File: src/rtl/seq_detector_param.sv
// seq_detector_param: run-time configurable serial pattern detector.
// Latency: Mealy flag is combinational with the completing bit; Moore flag is
// registered one cycle after the completing bit; match_cnt updates on that edge.
// Backpressure: none. A bit is consumed on every edge where din_valid is high,
// except on a cfg_load edge, where the bit is dropped.
//
// Ports:
//   clk, rst     rising-edge clock, synchronous active-high reset
//   din          serial data bit, sampled when din_valid is high
//   din_valid    qualifies din; low cycles leave the history untouched
//   cfg_load     latch cfg_* and clear the bit history
//   cfg_pattern  pattern; bit [L-1] is received first, bit [0] last
//   cfg_len      pattern length L (0 disables, values above MAX_LEN clamp)
//   cfg_overlap  1 allows overlapping matches
//   cfg_mealy    1 = combinational flag, 0 = registered flag
//   clr_cnt      clear the match counter
//   flag         match indication
//   match_cnt    saturating match counter
module seq_detector_param #(
  parameter int MAX_LEN = 8,
  parameter int CNT_W   = 8,
  localparam int LEN_W  = $clog2(MAX_LEN + 1)
) (
  input  logic               clk,
  input  logic               rst,
  input  logic               din,
  input  logic               din_valid,
  input  logic               cfg_load,
  input  logic [MAX_LEN-1:0] cfg_pattern,
  input  logic [LEN_W-1:0]   cfg_len,
  input  logic               cfg_overlap,
  input  logic               cfg_mealy,
  input  logic               clr_cnt,
  output logic               flag,
  output logic [CNT_W-1:0]   match_cnt
);

  localparam logic [CNT_W-1:0] CNT_MAX  = '1;
  localparam logic [LEN_W-1:0] LEN_MAX  = LEN_W'(MAX_LEN);

  // Latched configuration
  logic [MAX_LEN-1:0] pat_q;
  logic [LEN_W-1:0]   len_q;
  logic               ovl_q;
  logic               mealy_q;

  // Bit history and number of valid bits seen since the last clear
  logic [MAX_LEN-1:0] hist;
  logic [LEN_W-1:0]   fill;

  logic               moore_q;
  logic [CNT_W-1:0]   cnt;

  logic [MAX_LEN-1:0] shifted;
  logic [MAX_LEN-1:0] mask;
  logic [LEN_W:0]     fill_inc;
  logic               cmp_ok;
  logic               match;
  logic [LEN_W-1:0]   len_clamped;

  always_comb begin
    // History as it would look after accepting the current bit; only the
    // low L positions take part in the comparison.
    shifted = {hist[MAX_LEN-2:0], din};
    mask    = '0;
    for (int i = 0; i < MAX_LEN; i++) begin
      mask[i] = (i < int'(len_q));
    end
    cmp_ok = (((shifted ^ pat_q) & mask) == '0);

    // One bit wider so that fill+1 cannot wrap when fill sits at MAX_LEN.
    fill_inc = {1'b0, fill} + (LEN_W + 1)'(1);

    // A load edge discards the bit, and reset overrides everything, so
    // neither may produce a match (this also keeps the Mealy flag low).
    match = din_valid && !cfg_load && !rst
            && (len_q != '0)
            && (fill_inc >= {1'b0, len_q})
            && cmp_ok;

    len_clamped = (cfg_len > LEN_MAX) ? LEN_MAX : cfg_len;
  end

  always_ff @(posedge clk) begin
    if (rst) begin
      pat_q   <= '0;
      len_q   <= '0;
      ovl_q   <= 1'b1;
      mealy_q <= 1'b0;
      hist    <= '0;
      fill    <= '0;
      moore_q <= 1'b0;
      cnt     <= '0;
    end else begin
      // Counter is independent of configuration loads.
      if (clr_cnt) begin
        cnt <= match ? CNT_W'(1) : '0;
      end else if (match && (cnt != CNT_MAX)) begin
        cnt <= cnt + CNT_W'(1);
      end

      // match is already low on a load edge, so this also clears the
      // registered flag when the configuration changes.
      moore_q <= match;

      if (cfg_load) begin
        pat_q   <= cfg_pattern;
        len_q   <= len_clamped;
        ovl_q   <= cfg_overlap;
        mealy_q <= cfg_mealy;
        hist    <= '0;
        fill    <= '0;
      end else if (din_valid) begin
        hist <= shifted;
        // Without overlap the next match must be built from fresh bits, so
        // the fill count restarts; the history itself keeps shifting.
        if (match && !ovl_q) begin
          fill <= '0;
        end else if (fill != LEN_MAX) begin
          fill <= fill + LEN_W'(1);
        end
      end
    end
  end

  assign flag      = mealy_q ? match : moore_q;
  assign match_cnt = cnt;

endmodule
File: config.mk
export PLATFORM = sky130hd
export DESIGN_NAME = seq_detector_param
export DESIGN_NICKNAME = d
export VERILOG_FILES = /design/src/rtl/seq_detector_param.sv
export SDC_FILE = /design/constraint.sdc
export NUM_CORES = 1
export LEC_CHECK = 0
export CORE_ASPECT_RATIO = 1.4
export CORE_UTILIZATION = 55
export DETAILED_ROUTE_END_ITERATION = 7
export HOLD_SLACK_MARGIN = 0.05
export PLACE_DENSITY = 0.92
export SLEW_MARGIN = 0
export SYNTH_ARGS = -nofsm -noshare
export SYNTH_HDL_FRONTEND = slang
export SYNTH_SLANG_ARGS = --single-unit
File: constraint.sdc
create_clock -name clk -period 4.47 [get_ports clk]
set_input_delay 1.341 -clock clk [delete_from_list [all_inputs] [get_ports clk]]
set_output_delay 1.341 -clock clk [all_outputs]
set_load 0.05 [all_outputs]
==> flow_summary.rst <==
.. list-table::
   :header-rows: 1

   * - Metric
     - Value
   * - Warning count from the yosys run
     - 0
   * - Static Leak
     - 0.826 nW
   * - Drt first-iter violations
     - 39
   * - First-pass GRT wire length
     - roughly 5900 um
   * - Setup repair after global routing missed its margin
     - no
   * - Pins over their slew limit
     - 0
   * - Clock Skews
     - 6.20 ps
   * - Portion of the post-synthesis area used by sequential elements
     - 0.403
   * - Skew-Pair Late Insertion Delay
     - ~290 ps
   * - Proportion of synthesized flip-flops having asynchronous set or reset
     - 0
   * - Critical Path End Type
     - output port
   * - Net count after synthesis
     - 215
   * - FMAX
     - around 230 MHz
   * - Filler instances
     - 204
   * - Initial Util
     - 0.587
   * - Met1 wire length
     - 1480 um
   * - Peak per-stage delay on the critical path
     - approximately 500 ps
   * - Count of cells resized by post-cts repair
     - 0
   * - Portion of netlist area occupied by mux cells
     - 0.126
   * - Dominant combinational cell family by area after synthesis
     - simple AND/OR/NAND/NOR gates
   * - Yosys cell types
     - 39
   * - Clk pin slew, worst setup/hold paths
     - around 70 ps
   * - ANT nets after route
     - 0
   * - Total Routed Length
     - around 3600 um
   * - Number of storage elements in the synthesis netlist
     - 34
   * - DR WL met2
     - 1920 um
   * - Area overhead of the layout relative to synthesis
     - 26.4%
   * - Relative slew slack
     - 0.669
   * - Outcome
     - finished clean
   * - Num CTS Buffers
     - 5
   * - Post-CTS Repair Setup Buffers
     - 0
   * - All-layer global routing usage
     - 0.244
   * - Total clock sinks
     - 34
   * - CTS tree
     - done
   * - Die area
     - 3300 um2
   * - Gate Count Post-Synth
     - ~190
   * - Number of synthesized flops with an enable pin
     - 0
   * - Post-layout min period
     - roughly 4400 ps
   * - Worst slack, placed
     - between 100 and 150 ps
   * - Maximum VDD drop
     - 0.000285 V
   * - CTS root buffer
     - sky130_fd_sc_hd__clkbuf_8
   * - Die boundary width
     - 48.8 um
   * - Kind of cell with the highest combined delay on the critical path
     - buffers and inverters
   * - Core box area
     - 2880 um2
   * - Number of hold-slack violations in the final timing report
     - 0
   * - Longest Clk Path Bufs
     - 2
   * - Top cells by area, synth
     - sky130_fd_sc_hd__dfxtp_1, sky130_fd_sc_hd__mux2i_1, sky130_fd_sc_hd__nor2_1, sky130_fd_sc_hd__ha_1, sky130_fd_sc_hd__xnor2_1
   * - Library cell occupying the most area in the post-synthesis netlist
     - sky130_fd_sc_hd__dfxtp_1
   * - Number of hold-repair buffers added at the cts stage
     - 0
   * - Count of H-tree levels built during CTS
     - 2
   * - Biggest fanout along the worst timing path
     - 2
   * - Met3 layer wire length in the routed design
     - ~110 um
   * - Via density per instance
     - about 5.6
   * - Worst Tran Pin Value
     - 495 ps
   * - Setup slack after layout
     - 102 ps
   * - Final HPWL DP
     - 2700 um
   * - Summed instance area of the synthesized netlist
     - 1690 um2
   * - Post-Route Utilization
     - 0.741
   * - Buffers and inverters on the worst path
     - 2
   * - Per-instance average area after synthesis
     - approximately 9.0 um2
   * - Sum of negative setup slack
     - 0 ps
   * - Area fraction in compound gates after synthesis
     - 0.122
   * - Average detailed-routed wire length per instance
     - between 10 and 15 um
   * - Largest net degree at the start of global routing
     - 20
   * - CP Cell Sequence
     - clkdlybuf4s50_1 -> xnor2_1 -> o2111ai_1 -> nor4_2 -> and3_2 -> mux2_2 -> buf_12
   * - Post-route insts no fill
     - 258
   * - Total iterations of the first detailed-routing run
     - 4
   * - Dominant synthesized flop cell
     - sky130_fd_sc_hd__dfxtp_1
   * - Via count of the first global-routing pass
     - ~1,300
   * - Required arrival time at the worst endpoint
     - 3130 ps
   * - Class of the most critical hold timing path
     - reg2reg
   * - Synthesized-area fraction occupied by xor and xnor cells
     - 0.0519
   * - Height of the die
     - 67.5 um
   * - Via count
     - 1,451
   * - Share of synthesized cell area in full adder, half adder and majority cells
     - 0.0519
   * - Number of antenna diodes
     - 0
   * - Cell with the largest stage delay on the worst path
     - sky130_fd_sc_hd__clkdlybuf4s50_1
   * - Final net count
     - approximately 250
   * - Crit Path Class
     - in2out
   * - Worst Setup Start Kind
     - input port
   * - Final count of negative-setup-slack endpoints
     - 0
   * - Antenna violations before repair
     - 0
   * - Data arrival, critical path
     - 3030 ps
   * - Share of layout cells above drive strength 1
     - 0.0995
   * - Uppermost signal routing layer after detailed routing
     - met4
   * - Routability congestion estimate from global placement
     - 0.823
   * - Row Count
     - 23
   * - PD cells
     - 315 nW/um2
   * - I/O Buffers
     - 28
   * - Total global routing overflow
     - 0
   * - Max capacitance violation total
     - 0
   * - Ports
     - 29
   * - Final period util
     - 0.977
   * - Post-route DRC
     - 0
   * - Fraction of post-synthesis cell area in the top cell type by area
     - 0.403
   * - Post-placement cell count
     - 250
   * - Simple-gate share of the synthesized area
     - 0.202
==> power by group <==
group	internal [mW]	switching, mW
sequential	0.311	0.00822
combinational	0.0384	0.0304
clock	0.166	0.119
total	0.515	0.157
==> kinds of logic (layout without fill, tap and decap cells) <==
family,count (synthesis),count (layout)
adder cells (fa/ha/maj),7,7
XOR/XNOR,10,10
AND/OR/NAND/NOR,67,67
buffers and inverters,16,49
AO/OA/AOI/OAI,33,33
multiplexers,21,21
flip-flops,34,34
==> final cells by class <==
class                           instances  area, um2  area share
Clock buffer                            5       68.8      0.0323
Sequential cell                        34        681       0.319
Timing Repair Buffer                   33        328       0.154
Inverter                                8       30.0      0.0141
Tap cell                               37       46.3      0.0217
Multi-Input combinational cell        138        935       0.438
Clock inverter                          3       45.0      0.0211
==> worst paths after layout <==
kind / startpoint / to / slack [ps] / cells past startpoint
hold / removal: match_cnt[5]$_SDFFE_PP0P_ / match_cnt[5]$_SDFFE_PP0P_ / 500 / 2
hold reg to reg: match_cnt[5]$_SDFFE_PP0P_ / match_cnt[5]$_SDFFE_PP0P_ / 500 / 2
setup reg to reg: fill[0]$_SDFFE_PP0P_ / match_cnt[4]$_SDFFE_PP0P_ / 1990 / 8
setup / recovery: din / flag / 100 / 7
==> worst min-delay path, cell delays in order (launching register included) <==
cell and delay [ps]:
sky130_fd_sc_hd__dfxtp_1 330, sky130_fd_sc_hd__o31ai_1 70, sky130_fd_sc_hd__a21oi_1 60
==> per-layer routing <==
metal | GRT usage | up-vias
met5 | 0 | -
met2 | 0.448 | 26
met1 | 0.247 | 683
li1 | - | 734
met4 | 0.147 | 0
met3 | 0.0653 | 8
==> cells in the final DEF (no fill, tap or decap), types with 2 or more instances in the layout <==
master,n
sky130_fd_sc_hd__dfxtp_1,34
sky130_fd_sc_hd__clkdlybuf4s50_1,27
sky130_fd_sc_hd__nor2_1,24
sky130_fd_sc_hd__mux2i_1,19
sky130_fd_sc_hd__o21ai_0,12
sky130_fd_sc_hd__nand2_1,11
sky130_fd_sc_hd__nand3_1,9
sky130_fd_sc_hd__xnor2_1,9
sky130_fd_sc_hd__inv_1,8
sky130_fd_sc_hd__a21oi_1,7
sky130_fd_sc_hd__ha_1,7
sky130_fd_sc_hd__clkbuf_8,5
sky130_fd_sc_hd__buf_4,5
sky130_fd_sc_hd__o22ai_1,3
sky130_fd_sc_hd__nand2b_1,3
sky130_fd_sc_hd__or3_1,3
sky130_fd_sc_hd__nor2b_1,3
sky130_fd_sc_hd__a211oi_1,2
sky130_fd_sc_hd__mux2_2,2
sky130_fd_sc_hd__or2_2,2
sky130_fd_sc_hd__a32o_1,2
sky130_fd_sc_hd__and3_1,2
sky130_fd_sc_hd__and4_1,2
sky130_fd_sc_hd__or4_1,2
sky130_fd_sc_hd__clkinvlp_4,2
==> synthesized netlist by cell type (2+ instances only) <==
| cell type | instances |
|---|---|
| sky130_fd_sc_hd__dfxtp_1 | 34 |
| sky130_fd_sc_hd__nor2_1 | 24 |
| sky130_fd_sc_hd__mux2i_1 | 19 |
| sky130_fd_sc_hd__o21ai_0 | 12 |
| sky130_fd_sc_hd__nand2_1 | 11 |
| sky130_fd_sc_hd__nand3_1 | 9 |
| sky130_fd_sc_hd__xnor2_1 | 9 |
| sky130_fd_sc_hd__inv_1 | 8 |
| sky130_fd_sc_hd__a21oi_1 | 7 |
| sky130_fd_sc_hd__ha_1 | 7 |
| sky130_fd_sc_hd__clkbuf_1 | 5 |
| sky130_fd_sc_hd__nand2b_1 | 3 |
| sky130_fd_sc_hd__nor2b_1 | 3 |
| sky130_fd_sc_hd__o22ai_1 | 3 |
| sky130_fd_sc_hd__or3_1 | 3 |
| sky130_fd_sc_hd__a211oi_1 | 2 |
| sky130_fd_sc_hd__a32o_1 | 2 |
| sky130_fd_sc_hd__and3_1 | 2 |
| sky130_fd_sc_hd__and4_1 | 2 |
| sky130_fd_sc_hd__mux2_2 | 2 |
| sky130_fd_sc_hd__or2_2 | 2 |
| sky130_fd_sc_hd__or4_1 | 2 |
==> sequential cells by signal (all words and copies together), names as in the netlist <==
signal	count
pat_q	8
match_cnt	8
moore_q	1
fill	4
len_q	4
hist	7
mealy_q	1
ovl_q	1
==> through the flow <==
stage                     cell area [um2]  total power [mW]  hold slack (ps)
after floorplan                      1690             0.365              470
after detailed placement             2020             0.395              485
after global placement               2020             0.392              478
final                                2130             0.672              498
after CTS                            2130             0.679              496
after global routing                 2130             0.700              537
(Power assumes the default switching activity.)
